$ cat src/rtl/ihex_loader_pkg.sv
// Shared types and helpers for the Intel-HEX bus loader: FSM states, error codes,
// record-type constants and the ASCII hex nibble decoder.
package ihex_loader_pkg;

  typedef enum logic [2:0] {
    IDLE, COUNT, ADDR, TYPE, DATA, CKSUM, WRITE, DONE
  } ihex_state_t;

  typedef enum logic [1:0] {
    ERR_NONE  = 2'd0,
    ERR_HEX   = 2'd1,
    ERR_CKSUM = 2'd2,
    ERR_LEN   = 2'd3
  } ihex_err_t;

  localparam logic [7:0] IHEX_DATA  = 8'h00;
  localparam logic [7:0] IHEX_EOF   = 8'h01;
  localparam logic [7:0] IHEX_COLON = 8'h3A;

  // Returns {valid, nibble}; accepts 0-9, A-F, a-f.
  function automatic logic [4:0] hex_nibble(input logic [7:0] c);
    logic [4:0] r;
    r = 5'd0;
    if (c >= 8'h30 && c <= 8'h39)      r = {1'b1, 4'(c - 8'h30)};
    else if (c >= 8'h41 && c <= 8'h46) r = {1'b1, 4'(c - 8'h37)};
    else if (c >= 8'h61 && c <= 8'h66) r = {1'b1, 4'(c - 8'h57)};
    return r;
  endfunction

endpackage

$ cat src/rtl/ihex_byte_assembler.sv
// Pairs hex nibbles into bytes (high nibble first) and keeps the mod-256 running
// sum of completed bytes; clear restarts both at the start of each record.
module ihex_byte_assembler (
  input  logic       CLK,
  input  logic       RST,
  input  logic       clear,
  input  logic       nib_valid,
  input  logic [3:0] nib,
  output logic       byte_done,
  output logic [7:0] byte_val,
  output logic [7:0] sum_next
);

  logic       half_reg;
  logic [3:0] hi_reg;
  logic [7:0] sum_reg;

  assign byte_done = nib_valid & half_reg;
  assign byte_val  = {hi_reg, nib};
  assign sum_next  = sum_reg + byte_val;

  always_ff @(posedge CLK) begin
    if (RST || clear) begin
      half_reg <= 1'b0;
      hi_reg   <= 4'd0;
      sum_reg  <= 8'd0;
    end else if (nib_valid) begin
      if (!half_reg) begin
        hi_reg   <= nib;
        half_reg <= 1'b1;
      end else begin
        half_reg <= 1'b0;
        sum_reg  <= sum_next;
      end
    end
  end

endmodule

$ cat src/rtl/ihex_bus_loader.sv
// Intel-HEX loader: parses ASCII records (word-addressed, 4 bytes per word, MSB first)
// and, once the checksum is validated, writes the buffered words out as a bus initiator.
module ihex_bus_loader
  import ihex_loader_pkg::*;
#(
  parameter logic [31:0] BASE_ADDR = 32'h0,
  parameter int          MAX_BYTES = 16
) (
  input  logic        CLK,
  input  logic        RST,
  input  logic [7:0]  rx_data,
  input  logic        rx_valid,
  output logic        rx_ready,
  output logic [31:0] bus_addr,
  output logic        bus_wen,
  output logic        bus_ren,
  output logic [31:0] bus_wdata,
  output logic [3:0]  bus_byte_en,
  input  logic        bus_busy,
  output logic        done,
  output logic        error,
  output logic [1:0]  err_code,
  output logic [15:0] words_written
);

  localparam int NWORDS = MAX_BYTES / 4;

  ihex_state_t state_reg, state_next;
  ihex_err_t   err_code_reg, err_next;
  logic        set_err;
  logic [7:0]  count_reg, type_reg, byte_idx_reg, word_idx_reg;
  logic [15:0] addr_reg;
  logic [7:0]  data_buf_reg [MAX_BYTES];
  logic        done_reg, error_reg;
  logic [15:0] words_reg;

  logic       hex_ok, accept, in_field, start, nib_stb, bad_char;
  logic [3:0] nib;
  logic       byte_done, write_ack, last_word;
  logic [7:0] byte_val, sum_next;

  assign {hex_ok, nib} = hex_nibble(rx_data);
  assign rx_ready  = ~RST & (state_reg != WRITE);
  assign accept    = rx_valid & rx_ready;
  assign in_field  = state_reg inside {COUNT, ADDR, TYPE, DATA, CKSUM};
  assign start     = accept & (state_reg == IDLE) & (rx_data == IHEX_COLON);
  assign nib_stb   = accept & in_field & hex_ok;
  assign bad_char  = accept & in_field & ~hex_ok;
  assign write_ack = (state_reg == WRITE) & ~bus_busy;
  assign last_word = word_idx_reg == ({2'b00, count_reg[7:2]} - 8'd1);

  ihex_byte_assembler u_asm (
    .CLK       (CLK),
    .RST       (RST),
    .clear     (start),
    .nib_valid (nib_stb),
    .nib       (nib),
    .byte_done (byte_done),
    .byte_val  (byte_val),
    .sum_next  (sum_next)
  );

  always_comb begin
    state_next = state_reg;
    set_err    = 1'b0;
    err_next   = ERR_NONE;
    case (state_reg)
      IDLE:  if (start) state_next = COUNT;
      COUNT: if (byte_done) begin
        // Anything that cannot fit whole words in the buffer is rejected up front.
        if (byte_val[1:0] != 2'b00 || int'(byte_val) > MAX_BYTES) begin
          state_next = IDLE; set_err = 1'b1; err_next = ERR_LEN;
        end else state_next = ADDR;
      end
      ADDR:  if (byte_done && byte_idx_reg == 8'd1) state_next = TYPE;
      TYPE:  if (byte_done) begin
        if ((byte_val == IHEX_DATA && count_reg == 8'd0) ||
            (byte_val == IHEX_EOF && count_reg != 8'd0)) begin
          state_next = IDLE; set_err = 1'b1; err_next = ERR_LEN;
        end else state_next = (count_reg == 8'd0) ? CKSUM : DATA;
      end
      DATA:  if (byte_done && byte_idx_reg == count_reg - 8'd1) state_next = CKSUM;
      CKSUM: if (byte_done) begin
        if (sum_next != 8'd0) begin
          state_next = IDLE; set_err = 1'b1; err_next = ERR_CKSUM;
        end else if (type_reg == IHEX_DATA) state_next = WRITE;
        else if (type_reg == IHEX_EOF)      state_next = DONE;
        else                                state_next = IDLE;
      end
      WRITE: if (write_ack && last_word) state_next = IDLE;
      DONE:  state_next = DONE;
      default: state_next = IDLE;
    endcase
    if (bad_char) begin
      state_next = IDLE; set_err = 1'b1; err_next = ERR_HEX;
    end
  end

  always_ff @(posedge CLK) begin
    if (RST) begin
      state_reg    <= IDLE;
      err_code_reg <= ERR_NONE;
      count_reg    <= 8'd0;
      type_reg     <= 8'd0;
      addr_reg     <= 16'd0;
      byte_idx_reg <= 8'd0;
      word_idx_reg <= 8'd0;
      done_reg     <= 1'b0;
      error_reg    <= 1'b0;
      words_reg    <= 16'd0;
      for (int i = 0; i < MAX_BYTES; i++) data_buf_reg[i] <= 8'd0;
    end else begin
      state_reg <= state_next;
      if (state_next != state_reg) byte_idx_reg <= 8'd0;
      else if (byte_done)          byte_idx_reg <= byte_idx_reg + 8'd1;
      if (byte_done) begin
        case (state_reg)
          COUNT: count_reg <= byte_val;
          ADDR:  addr_reg  <= {addr_reg[7:0], byte_val};
          TYPE:  type_reg  <= byte_val;
          DATA:  for (int i = 0; i < MAX_BYTES; i++)
                   if (int'(byte_idx_reg) == i) data_buf_reg[i] <= byte_val;
          default: ;
        endcase
      end
      if (state_reg != WRITE) word_idx_reg <= 8'd0;
      else if (write_ack)     word_idx_reg <= word_idx_reg + 8'd1;
      if (write_ack && words_reg != 16'hFFFF) words_reg <= words_reg + 16'd1;
      if (set_err) begin
        error_reg    <= 1'b1;
        err_code_reg <= err_next;
      end
      if (state_next == DONE) done_reg <= 1'b1;
    end
  end

  always_comb begin
    bus_wdata = 32'd0;
    if (state_reg == WRITE)
      for (int i = 0; i < NWORDS; i++)
        if (int'(word_idx_reg) == i)
          bus_wdata = {data_buf_reg[4*i], data_buf_reg[4*i+1],
                       data_buf_reg[4*i+2], data_buf_reg[4*i+3]};
  end

  assign bus_wen     = (state_reg == WRITE);
  assign bus_ren     = 1'b0;
  assign bus_byte_en = 4'hf;
  assign bus_addr    = (state_reg == WRITE)
                     ? BASE_ADDR + {14'd0, addr_reg, 2'b00} + {22'd0, word_idx_reg, 2'b00}
                     : 32'd0;
  assign done          = done_reg;
  assign error         = error_reg;
  assign err_code      = err_code_reg;
  assign words_written = words_reg;

endmodule

$ cat config.mk
export PLATFORM = sky130hd
export DESIGN_NAME = ihex_bus_loader
export DESIGN_NICKNAME = d
export VERILOG_FILES = /design/src/rtl/ihex_loader_pkg.sv /design/src/rtl/ihex_byte_assembler.sv /design/src/rtl/ihex_bus_loader.sv
export SDC_FILE = /design/constraint.sdc
export NUM_CORES = 1
export LEC_CHECK = 0
export CAP_MARGIN = 10
export CORE_MARGIN = 5
export CORE_UTILIZATION = 40
export CTS_CLUSTER_SIZE = 30
export DETAILED_ROUTE_END_ITERATION = 8
export GPL_ROUTABILITY_DRIVEN = 0
export HOLD_SLACK_MARGIN = 0.03
export PLACE_DENSITY = 0.69
export SYNTH_ARGS = -nofsm -noshare
export SYNTH_HDL_FRONTEND = slang
export SYNTH_SLANG_ARGS = --single-unit
$ cat constraint.sdc
create_clock -name CLK -period 6.4 [get_ports CLK]
set_clock_uncertainty 0.15 [all_clocks]
set_input_delay 1.28 -clock CLK [delete_from_list [all_inputs] [get_ports CLK]]
set_output_delay 1.28 -clock CLK [all_outputs]
set_load 0.005 [all_outputs]
======== After elaboration in Yosys (flattened, before gate mapping) ========
Memories as Yosys holds them, arrays and structs flattened.
Cells that the tools add are included.
operators by class
  magnitude comparators ................... 7
  add/sub/neg operators ................... 10
  equality and inequality tests ........... 35
  bitwise logic cells ..................... 29
  reductions and logical operators ........ 29
  mux-type cells .......................... 139
operator list
  operator                 count
  $mux W32                 5
  $mux W8                  16
  $mux W1                  91
  $eq A8 B5 Y1 const B     8
  $logic_not A8 Y1         5
  $mux W3                  12
  $eq A8 B3 Y1 const B     4
  $eq A8 B4 Y1 const B     4
  $eq A8 B1 Y1 const B     3
  $pmux W3 S8              1
  $add A18 B10 Y19         1
  $mux W19                 1
  $add A16 B1 Y16 const B  1
  $add A8 B1 Y8 const B    2
  $eq A8 B2 Y1 const B     2
  $eq A8 B8 Y1             2
  $ge A8 B7 Y1 const B     2
  $le A8 B7 Y1 const B     2
  $mux W2                  8
  $ne A16 B16 Y1 const B   1
  $or A1 B1 Y1             16
  $reduce_bool A8 Y1       2
  $eq A3 B3 Y1 const B     5
  $mux W5                  3
  other kinds (24)         52
word-level totals
  bits in registers ....................... 84
  bits of input ports ..................... 12
  output and inout port bits .............. 91
  memory bits (writable) .................. 128
  memories kept ........................... 1
  logic and storage cells ................. 263
memory list
  memory        words  bits a word  read ports  clocked after memory_dff  write ports  line                   source
  data_buf_reg  16     8            16          0                         16           ihex_bus_loader.sv:33  logic [7:0] data_buf_reg [MAX_BYTES];

======== Longest topological paths before layout ========
Gate-level depths: netlist of run 1.
  word-level depth ........................ 14
  mapped depth ............................ 19
  gate-level depth less buffers ........... 18

======== Hierarchy ========
A second synthesis of run 1 with hierarchy kept.
unflattened totals
  cells, all modules ...................... 1161
  area, all modules ....................... 10966.8 um^2
modules (own cells, without submodules)
  module               instances  area each (um^2)  cells each
  ihex_bus_loader      1          10128.5           1061
  ihex_byte_assembler  1          838.3             100

======== Least setup slack after synthesis of run 1 ========
OpenSTA, ideal clock, no wires.
  path type ............................... input port to flip-flop
  from .................................... input rx_data[7]
  to ...................................... register done_reg, in the netlist done
  data required time ...................... 6.180 ns
  cell stages on the path ................. 17
  arrival time ............................ 4.976 ns
  setup slack ............................. 1.204 ns
  cell sequence ........................... or4b_1 > or3_1 > buf_2 > nor2_1 > a21oi_1 > inv_1 > ha_1 > inv_1 > fa_1 > nor2b_1 > o211a_1 > o311ai_0 > nor4_1 > nand4_1 > a2bb2o_1 > a221o_1 > o2bb2ai_1
between the ends
  longest elaborated chain between the ends .. 13
  elaborated cells between the ends (all ways) .. 42
  classes of those cells .................. add/sub (1); order compare (7); eq/ne (3); mux (14); bitwise (5); reduce/logical (12)
RTL lines
  item                                                                   line                    source
  from (decl)                                                            ihex_bus_loader.sv:11   input logic [7:0] rx_data,
  $ge A8 B7 Y1 or $le A8 B7 Y1 (tied branches)                           ihex_loader_pkg.sv:26   else if (c >= 8'h61 && c <= 8'h66) r = {1'b1, 4'(c - 8'h57)};
  $logic_and A1 B1 Y1                                                    ihex_loader_pkg.sv:26
  $mux W5                                                                ihex_loader_pkg.sv:26
  $mux W5                                                                ihex_loader_pkg.sv:25   else if (c >= 8'h41 && c <= 8'h46) r = {1'b1, 4'(c - 8'h37)};
  $mux W5 (*)                                                            ihex_loader_pkg.sv:24   if (c >= 8'h30 && c <= 8'h39) r = {1'b1, 4'(c - 8'h30)};
  named net byte_val[0]                                                  ihex_bus_loader.sv:40   logic [7:0] byte_val, sum_next;
  parallel branches: the longest is 5 deep, another holds $add A8 B8 Y8  -
  $pmux W3 S8 (*)                                                        ihex_bus_loader.sv:67   case (state_reg)
  $mux W3 (*)                                                            ihex_bus_loader.sv:94   if (bad_char) begin
  $eq A3 B3 Y1 (*)                                                       ihex_bus_loader.sv:133  if (state_next == DONE) done_reg <= 1'b1;
  to (signal assigned)                                                   ihex_bus_loader.sv:108  done_reg <= 1'b0;
  to (signal assigned)                                                   ihex_bus_loader.sv:133
  to (decl)                                                              ihex_bus_loader.sv:34   logic done_reg, error_reg;
Mark *: on every way through the listed nets, which the timed path passes.
A chain may end at the register's enable or synchronous reset.

======== Worst setup path in the final report of run 1 ========
  from .................................... input rx_data[0]
  to ...................................... register byte_idx_reg[1]
between the ends
  longest elaborated chain between the ends .. 14
  elaborated cells between the ends (all ways) .. 46
  classes of those cells .................. add/sub (4); order compare (7); eq/ne (3); mux (14); bitwise (5); reduce/logical (13)
RTL lines
  item                                                                   line                    source
  $ge A8 B7 Y1 or $le A8 B7 Y1 (tied branches)                           ihex_loader_pkg.sv:26
  $logic_and A1 B1 Y1                                                    ihex_loader_pkg.sv:26
  $mux W5                                                                ihex_loader_pkg.sv:26
  $mux W5                                                                ihex_loader_pkg.sv:25
  $mux W5 (*)                                                            ihex_loader_pkg.sv:24
  named net byte_val[0]                                                  ihex_bus_loader.sv:40
  parallel branches: the longest is 5 deep, another holds $add A8 B8 Y8  -
  $pmux W3 S8 (*)                                                        ihex_bus_loader.sv:67
  $mux W3 (*)                                                            ihex_bus_loader.sv:94
  $ne A3 B3 Y1 (*)                                                       ihex_bus_loader.sv:114  if (state_next != state_reg) byte_idx_reg <= 8'd0;
  $reduce_or A2 Y1 (no source line) (*)                                  -
  to (signal assigned)                                                   ihex_bus_loader.sv:115  else if (byte_done) byte_idx_reg <= byte_idx_reg + 8'd1;
  to (decl)                                                              ihex_bus_loader.sv:31   logic [7:0] count_reg, type_reg, byte_idx_reg, word_idx_reg;
Marked as above.

==> results of run 1 <==
## metrics by stage
step	cell area (um^2)	setup WS, ns	hold slack [ns]
5_1_grt	12600	0.218	0.362
4_1_cts	12600	0.732	0.337
3_3_place_gp	11900	0.445	0.317
2_1_floorplan	10900	1.20	0.279
6_report	12600	0.677	0.327
3_5_place_dp	11900	0.187	0.322
## cells in the final DEF, fill, tap and decap left out, types with 8 or more instances in the layout
master	netlist	routed
clkbuf_16	0	23
clkdlybuf4s50_1	0	81
a221oi_1	24	24
nor2_1	211	211
a22oi_1	11	11
xor2_1	29	29
a21oi_1	60	60
ha_1	30	30
o21ai_0	32	32
and3_1	12	12
nand3_1	11	11
edfxtp_1	128	128
or3_1	15	15
inv_1	35	35
xnor2_1	25	25
a211oi_1	13	13
mux2i_1	28	28
conb_1	2	20
nand2_1	112	112
nor3_1	42	42
nand4_1	14	14
dfxtp_1	84	84
buf_4	21	18
nor4_1	10	10
a21o_1	8	8
## layer usage
layer / routed length (um) / part of all wire, % / track usage, %
met2: 12400 / 47 / 27.4
met1: 11800 / 45 / 23.9
met4: 472 / 1.8 / 4.55
met5: 0 / 0 / 0
met3: 1860 / 7.0 / 2.44
## synth_stat cells (3+ instances only)
cell type / count / area, um^2
nor2_1: 211 / 792
edfxtp_1: 128 / 3840
nand2_1: 112 / 420
dfxtp_1: 84 / 1680
clkbuf_1: 66 / 248
a21oi_1: 60 / 300
nor3_1: 42 / 210
inv_1: 35 / 131
o21ai_0: 32 / 160
ha_1: 30 / 375
xor2_1: 29 / 254
mux2i_1: 28 / 280
xnor2_1: 25 / 219
a221oi_1: 24 / 210
buf_4: 21 / 158
or3_1: 15 / 93.8
nand4_1: 14 / 87.6
a211oi_1: 13 / 97.6
and3_1: 12 / 75.1
a22oi_1: 11 / 82.6
nand3_1: 11 / 55.1
nor4_1: 10 / 62.6
a21o_1: 8 / 60.1
and2_1: 8 / 50.1
nor2b_1: 6 / 37.5
o211ai_1: 6 / 45.0
a22o_1: 5 / 43.8
nor3b_1: 5 / 37.5
nand2_4: 4 / 45.0
nand2b_1: 4 / 25.0
o31ai_1: 4 / 30.0
and3b_1: 3 / 26.3
nand3b_1: 3 / 22.5
o21bai_1: 3 / 22.5
or2_2: 3 / 18.8
or4_1: 3 / 22.5
## report_power, final
part | leakage (nW) | internal, mW | total (mW) | switching, mW
Clock | 0.378 | 0.823 | 1.37 | 0.542
Combinational | 2.25 | 0.0309 | 0.0988 | 0.0679
Sequential | 1.91 | 1.48 | 1.49 | 0.0110
## cell type report
cell class | count | area [um^2] | area share [%]
timing repair buffer | 100 | 951 | 7.53
sequential | 212 | 5530 | 43.7
inverter | 36 | 135 | 1.07
clock inverter | 16 | 188 | 1.49
clock buffer | 26 | 587 | 4.64
tap | 341 | 427 | 3.38
multi-input combinational | 810 | 4820 | 38.2
## worst paths after layout
path,from,endpoint,slack [ns]
max,rx_data[0],byte_idx_reg[1],0.68
min,err_code[1],err_code[1],0.33
max reg2reg,state_reg[1],data_buf_reg[0][4],2.87
min reg2reg,err_code[1],err_code[1],0.33
## logic make-up after synthesis
| kind of cell | Yosys count | synth area share (%) |
|---|---|---|
| AO/OA/AOI/OAI | 196 | 12.4 |
| XOR/XNOR | 54 | 4.36 |
| adder cells (fa/ha/maj) | 32 | 3.83 |
| buffers and inverters | 127 | 5.22 |
| flip-flops | 212 | 51.0 |
| multiplexers | 30 | 2.79 |
| other | 2 | 0.0693 |
| AND/OR/NAND/NOR | 478 | 20.4 |
## critical path: cells and delay by family
kind	cells	cell delay [ns]
compound gates	9	2.43
buf+inv	4	0.98
fa+ha+maj	3	0.68
simple gates	2	0.62
==> qor.yml, run 1 <==
outcome:
  status: "finished, final reports clean"
worst_setup_path:
  slowest_delay_ns: 0.61
  cp_cell_sequence: "clkdlybuf4s50_1 -> inv_1 -> ha_1 -> o21bai_1 -> a21oi_1 -> a21oi_1 -> inv_1 -> ha_1 -> inv_1 -> fa_1 -> nor2b_1 -> o2111ai_1 -> o311ai_0 -> nor4_1 -> a31oi_1 -> o21ai_0 -> o2111ai_2 -> a211oi_1"
  cpMostUsedCell: "inv_1"
  cp-start-kind: "primary input"
  cp_slowest_cell: "clkdlybuf4s50_1"
  cp_data_arrival_time_ns: 6.00
  worstPathRequired_ns: 6.67
  r2r_cells: 8
  cp_max_fo: 8
  cp-end-kind: "flop"
  critical_path_class: "primary input to flop"
global_route:
  grt_antenna_before_repair: 0
  grtUsageTotal_pct: 16.9
  grt_max_degree: 57
  grt_pass1_wl_mm: 42.9
  grt_pass1_vias: 7878
  grt_overflow_total: 0
clocking:
  cts_sinks: 212
  clk_pin_slew_ns: 0.06
  postCtsSetupBuffers: 0
  cts_tree: "yes"
  cts_buffer_depth: 3
  root_buffer: "clkbuf_16"
  hold_buffers: 0
  cts_inserted_buffers: 23
  insertion_delay_ns: 0.51
  ctsResizeCount: 0
  h-tree-depth: 1
synthesis:
  ys_warn_count: 0
  yosys.cell_types.count: 77
  async_flop_share_pct: 0
  synthFlopType: "edfxtp_1"
  seq_area_frac_synth_pct: 51.0
  syn_area_um2: 10800
  syn_inst: 1131
  synth_edf_count: 128
  avgSynthCellArea_um2: 9.58
  ys_seq_elements: 212
final_layout:
  fin_util_pct: 47.1
  drive_gt1_share_pct: 6.08
  antenna_cells: 0
  final_cells: 1541
  largest_reg_flops: 128
  area_delta_synth_final_pct: 16.6
  final_nets: 1227
  n_fill_cell: 2454
floorplanning:
  ios: 103
  coreArea_um2: 26800
  die_w_um: 175
  start_util_pct: 40.4
  num_rows: 60
  dieArea_um2: 30500
  die_h_um: 175
timing:
  fin_crit_sh_pct: 89.4
  setup_tns_ns: 0
  max_slew_margin_pct: 28.2
  drv_slew: 0
  tightest_slew_ns: 1.07
  setup_viol: 0
  period_minus_slack_ns: 5.72
  rsz0062_at_grt: "false"
  fmax_mhz: 175
  finalHoldViolations: 0
routing:
  num_vias: 8393
  drt-initial-drc-count: 707
  drt_pass1_iterations: 6
  via_per_inst: 5.45
  drcViolationCount: 0
  ant_nets: 0
  routed_wirelength_mm: 26.6
  wl_per_cell_um: 17.3
pwr:
  power_density_nw_per_um2: 234
  ir_drop_uv: 178
  leakage_nw: 4.54
  p_total_mw: 2.96
run:
  cap_violations: 0
place:
  numPortBuffers: 82
  dp_cells: 1499
  dp_hpwl_mm: 18.1
hold_path:
  hold_depth: 2
  hold_path_class: "flop to flop"
No activity file was read; power rests on OpenSTA's default activity.
==> run 2, diff against run 1 <==
Settings changed: CORE_MARGIN 5 to 2, DONT_BUFFER_PORTS set to 1, PLACE_DENSITY 0.69 to unset, PLACE_DENSITY_LB_ADDON set to 0.3.
==> run 2 against run 1 <==
Via count down 4.4%. Critical endpoint unchanged. Highest routed layer unchanged. Sequential power barely moved. Core utilization down 3.6 points. Flip-flop and latch count unchanged. Critical path type unchanged.
==> qor.yml, run 2 (synthesis results as in run 1) <==
pwr:
  leakage_nw: 4.17  # was 4.54 nW
  p_total_mw: 2.84  # was 2.96 mW
  power_density_nw_per_um2: 243  # was 234 nW/um^2
  ir_drop_uv: 172  # was 178 uV
worst_setup_path:
  cp_data_arrival_time_ns: 5.59  # was 6.00 ns
  r2r_slack_ns: 2.35  # was 2.87 ns
  rr_endpoint: "words_written[9]"  # was data_buf_reg[0][4]
  cp_max_fo: 8  # unchanged
  critPathBufInv: 2  # was 4
  cp-end-kind: "flop"  # unchanged
  rr_startpoint: "state_reg[1]"  # unchanged
  slowest_delay_ns: 0.62  # was 0.61 ns
  cpMostUsedCell: "inv_1"  # unchanged
  r2r_cells: 7  # was 8
  cp_cell_sequence: "or4b_1 -> or3_1 -> nor2_1 -> a21oi_1 -> inv_1 -> ha_1 -> inv_1 -> fa_1 -> nor2b_1 -> o211a_1 -> o311ai_0 -> nor4_1 -> a31oi_1 -> o21ai_0 -> o2111ai_2 -> a211oi_1"  # was clkdlybuf4s50_1 -> inv_1 -> ha_1 -> o21bai_1 -> a21oi_1 -> a21oi_1 -> inv_1 -> ha_1 -> inv_1 -> fa_1 -> nor2b_1 -> o2111ai_1 -> o311ai_0 -> nor4_1 -> a31oi_1 -> o21ai_0 -> o2111ai_2 -> a211oi_1
  worstPathRequired_ns: 6.69  # was 6.67 ns
  cp_slowest_cell: "nor4_1"  # was clkdlybuf4s50_1
  path_delay_family: "simple AND/OR/NAND/NOR gates"  # was compound AO/OA/AOI/OAI gates
  cp-start-kind: "primary input"  # unchanged
  critical_path_class: "primary input to flop"  # unchanged
clocking:
  cts_buffer_depth: 3  # unchanged
  postCtsSetupBuffers: 0  # unchanged
  insertion_delay_ns: 0.52  # was 0.51 ns
  hold_buffers: 0  # unchanged
  cts_tree: "yes"  # unchanged
  h-tree-depth: 1  # unchanged
  ctsResizeCount: 0  # unchanged
  root_buffer: "clkbuf_16"  # unchanged
  clk_pin_slew_ns: 0.06  # about the same
  cts_inserted_buffers: 24  # was 23
  cts_sinks: 212  # unchanged
final_layout:
  largest_reg_flops: 128  # unchanged
  area_delta_synth_final_pct: 7.67  # was 16.6%
  final_nets: 1134  # was 1,227
  layout_commonest_cell: "nor2_1"  # unchanged
  final_cells: 1447  # was 1,541
  drive_gt1_share_pct: 5.24  # was 6.08%
  final_area_um2: 11700  # was 12,600 um^2
  antenna_cells: 0  # unchanged
  most-common-layout-cells: "nor2_1, edfxtp_1, nand2_1, dfxtp_1, a21oi_1"  # was nor2_1, edfxtp_1, nand2_1, dfxtp_1, clkdlybuf4s50_1
floorplanning:
  start_util_pct: 40.4  # unchanged
  coreArea_um2: 26800  # unchanged
  dieArea_um2: 28400  # was 30,500 um^2
  die_h_um: 169  # was 175 um
  ios: 103  # unchanged
  die_w_um: 169  # was 175 um
  num_rows: 60  # unchanged
place:
  numPortBuffers: 0  # was 82
  dp_cells: 1405  # was 1,499
  dp_hpwl_mm: 18.0  # was 18.1 mm
  dpl_worst_slack_ns: 0.580  # was 0.187 ns
  place_area_um2: 11000  # was 11,900 um^2
routing:
  drt_pass1_iterations: 5  # was 6
  via_per_inst: 5.54  # was 5.45
  wl_per_cell_um: 18.4  # was 17.3 um
  drcViolationCount: 0  # unchanged
  routed_wirelength_mm: 26.6  # about the same
  num_vias: 8022  # was 8,393
  ant_nets: 0  # unchanged
  drt-initial-drc-count: 775  # was 707
global_route:
  grtUsageTotal_pct: 18.6  # was 16.9%
  grt_max_degree: 65  # was 57
  grt_overflow_total: 0  # unchanged
  grt_pass1_wl_mm: 42.1  # was 42.9 mm
  grt_antenna_before_repair: 0  # unchanged
  grt_pass1_vias: 7591  # was 7,878
hold_path:
  hold_path_class: "flop to flop"  # unchanged
  hold_depth: 2  # unchanged
  min_from: "u_asm.sum_reg[5]"  # was err_code[1]
  holdPathEnd: "u_asm.sum_reg[5]"  # was err_code[1]
timing:
  rsz0062_at_grt: "false"  # unchanged
  period_minus_slack_ns: 5.30  # was 5.72 ns
  setup_viol: 0  # unchanged
  tightest_slew_ns: 1.14  # was 1.07 ns
  finalHoldViolations: 0  # unchanged
  setup_tns_ns: 0  # unchanged
  drv_slew: 0  # unchanged
  fin_ws_ns: 1.10  # was 0.677 ns
  fmax_mhz: 189  # was 175 MHz
  max_slew_margin_pct: 23.9  # was 28.2%
  fin_crit_sh_pct: 82.8  # was 89.4%
run:
  cap_violations: 0  # unchanged
outcome:
  status: "finished, final reports clean"  # unchanged
-- run 2: metrics by stage --
| stage | utilization [%] | hold slack [ns] |
|---|---|---|
| after detailed placement | 40.9 | 0.307 |
| final | 43.5 | 0.320 |
| after CTS | 43.5 | 0.319 |
| after floorplan | - | 0.279 |
| after global placement | 40.9 | 0.310 |
| after global routing | 43.5 | 0.359 |
-- run 2: worst register-to-register path, delay by kind of cell (launching register included) --
kind	cells	cell delay, ns
flops	1	0.73
compound gates	2	0.52
simple gates	5	2.59
-- run 2: area by class of cell --
type	count	area, um^2
clock buffer	37	673
clock inverter	5	41.3
fill	2610	15100
inverter	36	135
multi-input combinational	810	4820
sequential	212	5530
tap	341	427
timing repair buffer	6	45.0
-- run 2: how the worst max path moves through the flow --
stage               startpoint              end  slack [ns]  cells past startpoint
finish              rx_data[7]  byte_idx_reg[1]        1.10                     16
global route        rx_data[0]  byte_idx_reg[1]        0.61                     18
CTS                 rx_data[7]  byte_idx_reg[1]        1.12                     16
detailed placement  rx_data[7]  byte_idx_reg[1]        0.58                     16
global placement    rx_data[7]  byte_idx_reg[1]        0.76                     16
floorplan           rx_data[7]             done        1.20                     17
-- run 2: power by group --
group / leakage (nW) / internal (mW) / switching [mW]
logic: 1.91 / 0.0226 / 0.0566
clock network: 0.344 / 0.724 / 0.539
registers: 1.91 / 1.48 / 0.0111
-- run 2: layer usage --
metal,global-route usage [%],wire length [um],up-vias
met4,4.01,383,0
met3,3.25,1790,29
li1,-,-,3885
met2,30.7,12500,240
met5,0,0,-
met1,25.7,12000,3868
==> run 3, diff against run 2 <==
Clock period 6.4 ns to 4.3 ns, I/O delays scaled along.
==> run 3 against run 2 <==
Cell area up 4.3%. Critical endpoint is now done. Non-clock buffer count up 44. Largest cell class unchanged. Setup slack got worse by 0.94 ns.
==> qor.yml, run 3 (synthesis results as in run 1) <==
outcome:
  status: "finished, final reports clean"  # unchanged
place:
  dp_cells: 1449  # was 1,405
  dp_hpwl_mm: 18.5  # was 18.0 mm
  numPortBuffers: 0  # unchanged
  dpl_worst_slack_ns: -0.379  # was 0.580 ns
run:
  cap_violations: 0  # unchanged
clocking:
  cts_sinks: 212  # unchanged
  cts_buffer_depth: 3  # unchanged
  root_buffer: "clkbuf_16"  # unchanged
  postCtsSetupBuffers: 0  # unchanged
  insertion_delay_ns: 0.53  # was 0.52 ns
  cts_inserted_buffers: 23  # was 24
  cts_tree: "yes"  # unchanged
  clk_pin_slew_ns: 0.06  # about the same
  h-tree-depth: 1  # unchanged
worst_setup_path:
  cpMostUsedCell: "inv_2"  # was inv_1
  cp_max_fo: 3  # was 8
  critical_path_class: "primary input to flop"  # unchanged
  rr_startpoint: "state_reg[1]"  # unchanged
  rr_endpoint: "data_buf_reg[0][58]"  # was words_written[9]
  cp_slowest_cell: "or4b_4"  # was nor4_1
  r2r_slack_ns: 1.00  # was 2.35 ns
  cp-start-kind: "primary input"  # unchanged
  cp-end-kind: "flop"  # unchanged
  cp_cell_sequence: "or4b_4 -> or3_1 -> nor2_4 -> a21oi_4 -> inv_2 -> ha_4 -> inv_2 -> fa_2 -> or3b_4 -> nor4_4 -> nand4_1 -> a2bb2o_4 -> a221o_1 -> o2bb2ai_1"  # was or4b_1 -> or3_1 -> nor2_1 -> a21oi_1 -> inv_1 -> ha_1 -> inv_1 -> fa_1 -> nor2b_1 -> o211a_1 -> o311ai_0 -> nor4_1 -> a31oi_1 -> o21ai_0 -> o2111ai_2 -> a211oi_1
  r2r_cells: 7  # unchanged
  cp_data_arrival_time_ns: 4.44  # was 5.59 ns
  worstPathRequired_ns: 4.59  # was 6.69 ns
  slowest_delay_ns: 0.52  # was 0.62 ns
final_layout:
  final_cells: 1491  # was 1,447
  final_nets: 1177  # was 1,134
  antenna_cells: 0  # unchanged
  drive_gt1_share_pct: 10.7  # was 5.24%
  most-common-layout-cells: "nor2_1, edfxtp_1, nand2_1, dfxtp_1, a21oi_1"  # unchanged
  n_fill_cell: 2549  # was 2,610
  layout_commonest_cell: "nor2_1"  # unchanged
  area_delta_synth_final_pct: 12.3  # was 7.67%
  largest_reg_flops: 128  # unchanged
timing:
  max_slew_margin_pct: 44.3  # was 23.9%
  drv_slew: 0  # unchanged
  period_minus_slack_ns: 4.14
  setup_tns_ns: 0  # unchanged
  fmax_mhz: 242
  setup_viol: 0  # unchanged
  tightest_slew_ns: 0.829  # was 1.14 ns
  fin_crit_sh_pct: 96.3
  fin_ws_ns: 0.160  # was 1.10 ns
  finalHoldViolations: 0  # unchanged
routing:
  drt-initial-drc-count: 644  # was 775
  ant_nets: 0  # unchanged
  via_per_inst: 5.49  # was 5.54
  wl_per_cell_um: 18.0  # was 18.4 um
  routed_wirelength_mm: 26.8  # was 26.6 mm
  num_vias: 8191  # was 8,022
  drt_pass1_iterations: 5  # unchanged
  drcViolationCount: 0  # unchanged
floorplanning:
  dieArea_um2: 28400  # unchanged
  start_util_pct: 40.4  # unchanged
  die_w_um: 169  # unchanged
  die_h_um: 169  # unchanged
  ios: 103  # unchanged
  coreArea_um2: 26800  # unchanged
  num_rows: 60  # unchanged
global_route:
  top_usage_layer: "met2"  # unchanged
  grt_max_degree: 65  # unchanged
  use_met2_pct: 31.6  # was 30.7%
  grtUsageTotal_pct: 18.7  # was 18.6%
  grt_antenna_before_repair: 0  # unchanged
  grt_pass1_wl_mm: 43.0  # was 42.1 mm
  use_met3_pct: 2.97  # was 3.25%
  grt_overflow_total: 0  # unchanged
  grt_util_met1_pct: 25.5  # was 25.7%
  grt_pass1_vias: 7908  # was 7,591
hold_path:
  hold_path_class: "primary input to flop"  # was flop to flop
  min_from: "RST"  # was u_asm.sum_reg[5]
  holdPathEnd: "words_written[1]"  # was u_asm.sum_reg[5]
  hold_depth: 1  # was 2
pwr:
  leakage_nw: 4.43  # was 4.17 nW
  ir_drop_uv: 266  # was 172 uV
  power.internal_mw: 3.40  # was 2.23 mW
  power_density_nw_per_um2: 355  # was 243 nW/um^2
  sw_frac_of_total_pct: 21.3  # was 21.4%
  pwr-share-seq_pct: 51.5  # was 52.7%
  clockPowerShare_pct: 45.3  # was 44.5%
  p_comb_share_pct: 3.1  # was 2.8%
  p_total_mw: 4.32  # was 2.84 mW
  switching_power_uw: 918  # was 607 uW
-- run 3: cell types whose count changed in the layout (fill, tap and decap cells not counted), sizes merged --
cell,delta
buf,+44
bufinv,+1
clkbuf,-2
clkinv,+1
-- run 3: layer usage --
metal | up-vias | wire length [um]
li1 | 3971 | -
met1 | 3941 | 12000
met2 | 240 | 12700
met3 | 39 | 1590
met4 | 0 | 503
met5 | - | 0
-- run 3: worst max-delay path, delay by kind of cell --
family	cells	cell delay, ns
AOI/OAI and AO/OA	4	0.79
buffers and inverters	2	0.11
adders and majority gates	2	0.65
and+or+nand+nor	6	2.03
-- run 3: repair_timing --
item                                    in CTS  in global routing
hold buffers                                 0                  0
resized for setup                            0                 11
endpoints found under the setup margin       0                 34
-- run 3: power by group through the flow --
stage | Clock (mW) | Sequential (mW) | Combinational [mW]
3_5_place_dp | 0 | 2.27 | 0.133
4_1_cts | 1.99 | 2.23 | 0.133
5_1_grt | 2.07 | 2.23 | 0.149
3_3_place_gp | 0 | 2.27 | 0.131
6_report | 1.96 | 2.23 | 0.135
2_1_floorplan | 0 | 2.26 | 0.110
-- run 3: stage by stage --
| stage | hold slack, ns | utilization [%] | cell area [um^2] |
|---|---|---|---|
| after global placement | 0.304 | 42.4 | 11400 |
| after CTS | 0.247 | 45.2 | 12100 |
| after detailed placement | 0.300 | 42.4 | 11400 |
| after global routing | 0.249 | 45.4 | 12200 |
| final | 0.265 | 45.4 | 12200 |
| after floorplan | 0.279 | - | 11000 |
-- run 3: worst max-delay path by stage --
| stage | start | end | slack (ns) | cells after the start |
|---|---|---|---|---|
| floorplan | rx_data[7] | done | -0.18 | 15 |
| global placement | rx_data[7] | byte_idx_reg[1] | -0.27 | 14 |
| detailed placement | rx_data[7] | byte_idx_reg[1] | -0.38 | 14 |
| CTS | word_idx_reg[0] | bus_addr[14] | 0.10 | 11 |
| global route | rx_data[7] | done | -0.0005 | 15 |
| finish | rx_data[7] | done | 0.16 | 14 |
-- run 3: area by class of cell --
class	instances	area, um^2	area share (%)
well taps	341	427	3.50
flip-flops and latches	212	5530	45.4
inverters	36	135	1.11
clock inverters	7	81.3	0.668
repair buffers	50	400	3.29
clock buffers	35	671	5.51
multi-input cells	810	4930	40.5
